File: config.mk
export PLATFORM = sky130hd
export DESIGN_NAME = phy_rx_deserializador_flat
export DESIGN_NICKNAME = d
export VERILOG_FILES = /design/src/rtl/phy_rx_deserializador_if.sv /design/src/rtl/phy_rx_deserializador.sv /design/src/flat_wrapper.sv
export SDC_FILE = /design/constraint.sdc
export NUM_CORES = 1
export LEC_CHECK = 0
export ABC_AREA = 1
export BUFFER_PORTS_ARGS = -buffer_cell sky130_fd_sc_hd__buf_2
export CORE_AREA = 2 2 97 99
export CTS_CLUSTER_SIZE = 10
export DETAILED_ROUTE_END_ITERATION = 8
export DIE_AREA = 0 0 99 101
export PLACE_DENSITY = 0.55
export SYNTH_ARGS = -nofsm -noshare
export SYNTH_HDL_FRONTEND = slang
export SYNTH_SLANG_ARGS = --single-unit
File: constraint.sdc
create_clock -name clk_32f -period 1.3 [get_ports clk_32f]
set_input_delay 0.325 -clock clk_32f [delete_from_list [all_inputs] [get_ports clk_32f]]
set_output_delay 0.325 -clock clk_32f [all_outputs]
set_load 0.05 [all_outputs]
File: src/rtl/phy_rx_deserializador_if.sv
// Parallel-side bundle of the PHY receive lane: serial bit in, assembled words
// and lane status out. The deserializer is the master of the parallel outputs.
interface phy_rx_deserializador_if;
   logic        data_in;
   logic [31:0] data_output;
   logic        valid_out;
   logic        active;
   logic        error;

   modport master (
      input  data_in,
      output data_output,
      output valid_out,
      output active,
      output error
   );

   modport slave (
      output data_in,
      input  data_output,
      input  valid_out,
      input  active,
      input  error
   );
endinterface

File: src/rtl/phy_rx_deserializador.sv
// PHY serial receive: bit-level comma hunt, byte alignment/lock on BC_COUNT
// aligned commas, then MSB-first byte packing into 32-bit words.
module phy_rx_deserializador #(
   parameter int unsigned BC_COUNT = 4,
   parameter logic [7:0]  BC_BYTE  = 8'hBC
) (
   input  logic                           clk_32f,
   input  logic                           reset,
   phy_rx_deserializador_if.master        lane
);

   localparam int unsigned BCW = $clog2(BC_COUNT + 1);

   typedef enum logic [1:0] {
      HUNT   = 2'd0,
      ALIGN  = 2'd1,
      LOCKED = 2'd2
   } state_t;

   state_t          r_state;
   logic [7:0]      r_sr;
   logic [2:0]      r_bit_cnt;
   logic [BCW-1:0]  r_bc_cnt;
   logic [1:0]      r_byte_idx;
   logic [23:0]     r_partial;
   logic [31:0]     r_data_output;
   logic            r_valid;
   logic            r_active;
   logic            r_error;

   state_t          w_next_state;
   logic [2:0]      w_next_bit_cnt;
   logic [BCW-1:0]  w_next_bc_cnt;
   logic [BCW-1:0]  w_bc_inc;
   logic [1:0]      w_next_byte_idx;
   logic [23:0]     w_next_partial;
   logic [31:0]     w_next_data;
   logic            w_next_valid;
   logic            w_next_active;
   logic            w_next_error;
   logic [7:0]      w_cur;
   logic            w_is_bc;
   logic            w_boundary;

   // Candidate byte including the bit being sampled this cycle
   assign w_cur      = {r_sr[6:0], lane.data_in};
   assign w_is_bc    = (w_cur == BC_BYTE);
   assign w_boundary = (r_bit_cnt == 3'd7);
   assign w_bc_inc   = r_bc_cnt + BCW'(1);

   always_ff @(posedge clk_32f) begin
      if (reset) begin
         r_state       <= HUNT;
         r_sr          <= 8'h00;
         r_bit_cnt     <= 3'd0;
         r_bc_cnt      <= '0;
         r_byte_idx    <= 2'd0;
         r_partial     <= 24'h0;
         r_data_output <= 32'h0;
         r_valid       <= 1'b0;
         r_active      <= 1'b0;
         r_error       <= 1'b0;
      end else begin
         r_state       <= w_next_state;
         r_sr          <= w_cur;
         r_bit_cnt     <= w_next_bit_cnt;
         r_bc_cnt      <= w_next_bc_cnt;
         r_byte_idx    <= w_next_byte_idx;
         r_partial     <= w_next_partial;
         r_data_output <= w_next_data;
         r_valid       <= w_next_valid;
         r_active      <= w_next_active;
         r_error       <= w_next_error;
      end
   end

   // Next state, counters and output pulses
   always_comb begin
      w_next_state    = r_state;
      w_next_bit_cnt  = r_bit_cnt + 3'd1;
      w_next_bc_cnt   = r_bc_cnt;
      w_next_byte_idx = r_byte_idx;
      w_next_partial  = r_partial;
      w_next_data     = r_data_output;
      w_next_valid    = 1'b0;
      w_next_error    = 1'b0;

      case (r_state)
         HUNT: begin
            if (w_is_bc) begin
               w_next_bit_cnt = 3'd0;
               w_next_bc_cnt  = BCW'(1);
               w_next_state   = (BC_COUNT == 1) ? LOCKED : ALIGN;
            end
         end
         ALIGN: begin
            if (w_boundary) begin
               if (w_is_bc) begin
                  w_next_bc_cnt = w_bc_inc;
                  if (w_bc_inc == BCW'(BC_COUNT)) begin
                     w_next_state = LOCKED;
                  end
               end else begin
                  w_next_bc_cnt = '0;
                  w_next_state  = HUNT;
               end
            end
         end
         LOCKED: begin
            if (w_boundary) begin
               if (w_is_bc) begin
                  // Idle comma: a half-built word cannot be completed
                  if (r_byte_idx != 2'd0) begin
                     w_next_byte_idx = 2'd0;
                     w_next_error    = 1'b1;
                  end
               end else if (r_byte_idx == 2'd3) begin
                  w_next_data     = {r_partial, w_cur};
                  w_next_valid    = 1'b1;
                  w_next_byte_idx = 2'd0;
               end else begin
                  w_next_partial  = {r_partial[15:0], w_cur};
                  w_next_byte_idx = r_byte_idx + 2'd1;
               end
            end
         end
         default: begin
            w_next_state = HUNT;
         end
      endcase

      w_next_active = (w_next_state == LOCKED);
   end

   assign lane.data_output = r_data_output;
   assign lane.valid_out   = r_valid;
   assign lane.active      = r_active;
   assign lane.error       = r_error;

endmodule

File: src/flat_wrapper.sv
// flat-port wrapper written by rule: the top's interface ports become plain ports
module phy_rx_deserializador_flat 
#(
   parameter int unsigned BC_COUNT = 4,
   parameter logic [7:0]  BC_BYTE  = 8'hBC
)
  (clk_32f, reset, lane_data_in, lane_data_output, lane_valid_out, lane_active, lane_error);
  phy_rx_deserializador_if lane_i ();
  input  logic clk_32f;
  input  logic reset;
  input wire logic [$bits(lane_i.data_in)-1:0] lane_data_in;
  output wire logic [$bits(lane_i.data_output)-1:0] lane_data_output;
  output wire logic [$bits(lane_i.valid_out)-1:0] lane_valid_out;
  output wire logic [$bits(lane_i.active)-1:0] lane_active;
  output wire logic [$bits(lane_i.error)-1:0] lane_error;
  assign lane_i.data_in = lane_data_in;
  assign lane_data_output = lane_i.data_output;
  assign lane_valid_out = lane_i.valid_out;
  assign lane_active = lane_i.active;
  assign lane_error = lane_i.error;
  phy_rx_deserializador #(.BC_COUNT(BC_COUNT), .BC_BYTE(BC_BYTE)) u_core (.clk_32f(clk_32f), .reset(reset), .lane(lane_i));
endmodule
# Word-level counts from Yosys, hierarchy flattened
# Index checks and enable logic that the tools add are counted.
dict set report word_totals {
  regBits 76
}
dict set report classes {
  mux 16
  n_eq_ne 10
  n_reduce_logical 9
  add_sub_neg 3
  n_bitwise 4
}
# cell count
set ops {}
lappend ops {{2-to-1 mux 3 bit} 5}
lappend ops {{2-to-1 mux 2 bit} 7}
lappend ops {{== test 8 bit (second input constant)} 1}
lappend ops {{AND reduction 4 bit} 2}
lappend ops {{OR reduction 4 bit} 2}
lappend ops {{adder 3 x 1 -> 3 bit (second input constant)} 2}
lappend ops {{== test 2 bit (second input constant)} 3}
lappend ops {{== test 3 bit (second input constant)} 2}
lappend ops {{one-hot mux 2 bit (3 select lines)} 1}
lappend ops {{one-hot mux 3 bit (2 select lines)} 1}
lappend ops {{AND reduction 3 bit} 2}
lappend ops {{inequality test 2 x 1 -> 1 bit (second input constant)} 2}
lappend ops {{NOT 1 bit} 4}
lappend ops {{nonzero test 2 bit} 2}
lappend ops {{adder 2 x 1 -> 2 bit (second input constant)} 1}
lappend ops {{== test 2 x 1 -> 1 bit (second input constant)} 1}
lappend ops {{zero test 2 bit} 1}
lappend ops {{2-to-1 mux 1 bit} 2}
lappend ops {{inequality test 2 bit (second input constant)} 1}

# Depth between registers and ports, before layout
dict set report depth {
  depth_word 7
  ltp_mapped 8
  depth_no_buf 8
}

# Worst setup path before layout
# Ideal clock, no wire load.
dict set report synth_path {
  path_kind {reg-to-reg}
  start {register u_core.r_bit_cnt[0]}
  end {register u_core.r_data_output[0], in the netlist u_core.lane.data_output[0]}
  arrival_ns 1.379
  setup_slack_ns -0.148
  synth_period_minus_slack_ns 1.448
  stages_incl_launch_ff 8
  path_buffers 1
  required_time_ns 1.231
  path_cell_list {dfxtp_1 -> ha_1 -> ha_1 -> inv_1 -> nor2_4 -> buf_2 -> nand4_1 -> a21oi_2}
}
dict set report synth_between {
  elab_chain_len 2
}
# item line_no
set synth_rtl {}
lappend synth_rtl {{from (decl)} phy_rx_deserializador.sv:22} ;# logic [2:0] r_bit_cnt;
lappend synth_rtl {{from (signal assigned)} phy_rx_deserializador.sv:66} ;# r_bit_cnt <= w_next_bit_cnt;
lappend synth_rtl {{== test 3 bit} phy_rx_deserializador.sv:48} ;# assign w_boundary = (r_bit_cnt == 3'd7);
lappend synth_rtl {{AND reduction 4 bit (no source line)} --}
lappend synth_rtl {{to (signal assigned)} phy_rx_deserializador.sv:70} ;# r_data_output <= w_next_data;
lappend synth_rtl {{to (decl)} phy_rx_deserializador.sv:26} ;# logic [31:0] r_data_output;
# No other way between the ends.
# A chain may end at the register's enable or synchronous reset.

# Worst setup path after layout
dict set report layout_path {
  start {register u_core.r_bit_cnt[0]}
  end {register u_core.r_data_output[23], in the netlist u_core.lane.data_output[23]}
}
# Same word-level chain as after synthesis.

==> results.cfg <==
[outcome]
status = complete, but fails checks
violations = negative setup slack

[setup_path]
critPathCaptureType = flop
cp.arrival_ns = 1.67
path_max_fanout = 16
path_cells = ha_4 -> ha_4 -> inv_2 -> nor2_4 -> buf_12 -> nand3_4 -> buf_12 -> nand2_1 -> a21oi_1
worstSetupStartpoint = u_core.r_bit_cnt[0]
cp_top_family = buffers and inverters
slowest_delay_ns = 0.35
cp-start-kind = flop
r2r_start = u_core.r_bit_cnt[0]
crit_type = flop to flop
path_buf_inv = 3
required_ns = 1.53
crit_slowest_cell = dfxtp_2

[logic_synthesis]
synth_nets = 378
yosys_warnings = 0
synth_compound_area_frac = 0.111
ys_seq_area_frac = 0.493
synth_fa_ha_area_frac = 0.0243
ys_ff_latch = 76
yosysTopAreaCell = dfxtp_1
netlist_area_um2 = 3090
synth_xor_area_frac = 0
synth-main-ff-cell = dfxtp_1
syn_inst = 369
avgSynthCellArea_um2 = 8.37
synth_commonest_cells = dfxtp_1 (76), nand2_1 (69), nand4_1 (58), a21oi_1 (50)
ys_types = 20
synth_top_family_by_area = simple AND/OR/NAND/NOR gates
post-synth-top-count-cell = dfxtp_1
yosys.area_share.simple = 0.288
yosys.area.top_type_share = 0.493
ys_top_cells_by_area = dfxtp_1 (49%), nand4_1 (12%), nand2_1 (8.4%), a21oi_1 (8.1%), a21oi_2 (2.8%)
synth.area.mux_share = 0
ys_async_sr_fraction = 0
synth-edff-count = 0

[sta]
finalCritPeriodShare = 1.11
fin_skew_ns = 0.00773
fmax_mhz = 690
fin_crit_ns = 1.45
relSlewSlack = 0.834
tns_ns = -6.33
maxSlewViolCount = 0
setup_viol = 59
fin_ws_ns = -0.149
hold_violations = 0
rsz0062_at_grt = true
tightest_slew_ns = 0.249

[layout]
finalInstanceArea_um2 = 4100
syn2layout_area_growth_pct = 32.8
n_antenna_cell = 0
nFillCells = 892
final_nets = 446
layout-drive-gt1-share = 0.348
finish.utilization = 0.457

[clocking]
cts_tree = built
cts_num_sinks = 76
cts_buffer_depth = 2
cts-root-buf = clkbuf_8
worstSkewPairLatency_ns = 0.34
holdBufCountCts = 0
clk_pin_slew_ns = 0.08
numCtsBuffers = 9
htreeDepth = 3

[pwr]
clkPwrFrac = 0.393
p_sw_frac = 0.226
vdd.ir_drop.worst_mv = 0.537
switchingPower_uw = 913
power_uw = 4040
seqPwrFrac = 0.582
power.density_nw_per_um2 = 985
leakage_uw = 0.00151
combinationalPowerShare = 0.025
power.internal_uw = 3130

[routing]
via_per_inst = 5.04
drt_iter0_markers = 149
dr.pass1.iters = 4
routed_wl_mm = 7.73
vias = 2785
routedWlPerCell_um = 14.0
antenna_left = 0
drc = 0

[placed_design]
dp_hpwl_mm = 5.05
gp_congestion = 0.787
port_buffers = 37
dpl-instance-area_um2 = 3670

[global_routing]
grt_max_degree = 47
use_met3 = 0.0361
top_usage_layer = met2
grtUsageMet1 = 0.208
grt_pass1_vias = 2575
antenna_found_initial = 0
grt_pass1_wl_mm = 12.6
grt_usage = 0.157
grt_use_met2 = 0.254
gr-total-overflow = 0

[floorplanning]
die-height_um = 101
io_pins = 38
placementRows = 35
core_area_um2 = 8980
dieArea_um2 = 10000
initial_utilization = 0.344
die_w_um = 99

[worst_hold_path]
hold_path.class = primary input to flop
min_from = lane_data_in

[job]
drv_cap = 0
[cell type report]
cell class / count / area [um2] / area share
Timing Repair Buffer: 86 / 742 / 0.181
Inverter: 22 / 85.1 / 0.0207
Clock buffer: 13 / 149 / 0.0363
Multi-Input combinational cell: 242 / 1440 / 0.350
Tap cell: 111 / 139 / 0.0339
Sequential cell: 76 / 1530 / 0.373
Clock inverter: 3 / 22.5 / 0.00549
[sequential cells by signal (all words and copies together), names as in the netlist]
signal and count:
u_core.lane.data_output 32, u_core.r_partial 24, u_core.r_sr 7, u_core.r_bc_cnt 3
u_core.r_bit_cnt 3, u_core.r_byte_idx 2, u_core.r_state 2, u_core.lane.active 1
u_core.lane.error 1, u_core.lane.valid_out 1
[stage by stage]
step / worst slack (ns) / std cells / hold slack, ns
floorplan: -0.0552 / 369 / 0.431
CTS: -0.152 / 544 / 0.240
global placement: -0.137 / 525 / 0.446
global route: -0.229 / 553 / 0.248
finish: -0.149 / 553 / 0.253
detailed placement: -0.186 / 525 / 0.447
[path summary, 6_finish.rpt]
kind                                                     to  slack [ns]  cells past startpoint
worst max-delay path            u_core.lane.data_output[23]       -0.15                      9
worst min-delay path                         u_core.r_sr[0]        0.25                      3
worst max register to register  u_core.lane.data_output[23]       -0.15                      9
worst min register to register  u_core.lane.data_output[19]        0.46                      2
[layer usage]
layer	vias up	share of wire	routed length [um]
li1	1409	-	-
met5	-	0	0
met2	59	0.48	3700
met1	1306	0.47	3610
met3	11	0.038	296
met4	0	0.015	118
[power by group through the flow]
stage	Combinational, uW	Clock, uW	Sequential, uW
2_1_floorplan	58.3	0	2400
3_3_place_gp	98.9	0	2400
3_5_place_dp	100	0	2400
4_1_cts	101	1640	2350
5_1_grt	115	1740	2350
6_report	101	1590	2350
[tightest hold or removal path: cells and delay by family]
family | cells | cell delay (ns)
buf+inv | 2 | 0.14
simple gates | 1 | 0.08
[kinds of logic (layout without fill, tap and decap cells)]
| logic type | Yosys count | count (layout) |
|---|---|---|
| AO/OA/AOI/OAI | 61 | 61 |
| adder cells (fa/ha/maj) | 6 | 6 |
| buffers and inverters | 53 | 124 |
| flip-flops | 76 | 76 |
| AND/OR/NAND/NOR | 173 | 175 |
[repair_timing]
| action | CTS | global route |
|---|---|---|
| endpoints found under the hold margin | 0 | 0 |
| gates cloned | 1 | 2 |
| resized for setup | 10 | 42 |
| pin swaps | 12 | 11 |
| setup endpoints to repair | 67 | 79 |
| buffers inserted | 2 | 7 |
[layout by cell type, fill, tap and decap left out]
| master | count |
|---|---|
| a21oi_1 | 47 |
| a21oi_2 | 13 |
| buf_12 | 9 |
| buf_2 | 18 |
| buf_4 | 43 |
| buf_6 | 3 |
| clkbuf_1 | 3 |
| clkbuf_16 | 1 |
| clkbuf_4 | 12 |
| clkbuf_8 | 10 |
| clkinvlp_4 | 3 |
| dfxtp_1 | 70 |
| dfxtp_2 | 6 |
| ha_1 | 3 |
| ha_2 | 1 |
| ha_4 | 2 |
| inv_1 | 18 |
| inv_2 | 3 |
| inv_4 | 1 |
| nand2_1 | 61 |
| nand2_2 | 17 |
| nand2_4 | 1 |
| nand2_8 | 1 |
| nand3_1 | 7 |
| nand3_4 | 5 |
| nand3b_1 | 1 |
| nand4_1 | 58 |
| nor2_1 | 20 |
| nor2_2 | 1 |
| nor2_4 | 3 |
| o21ai_2 | 1 |
No activity file was read; power rests on OpenSTA's default activity.
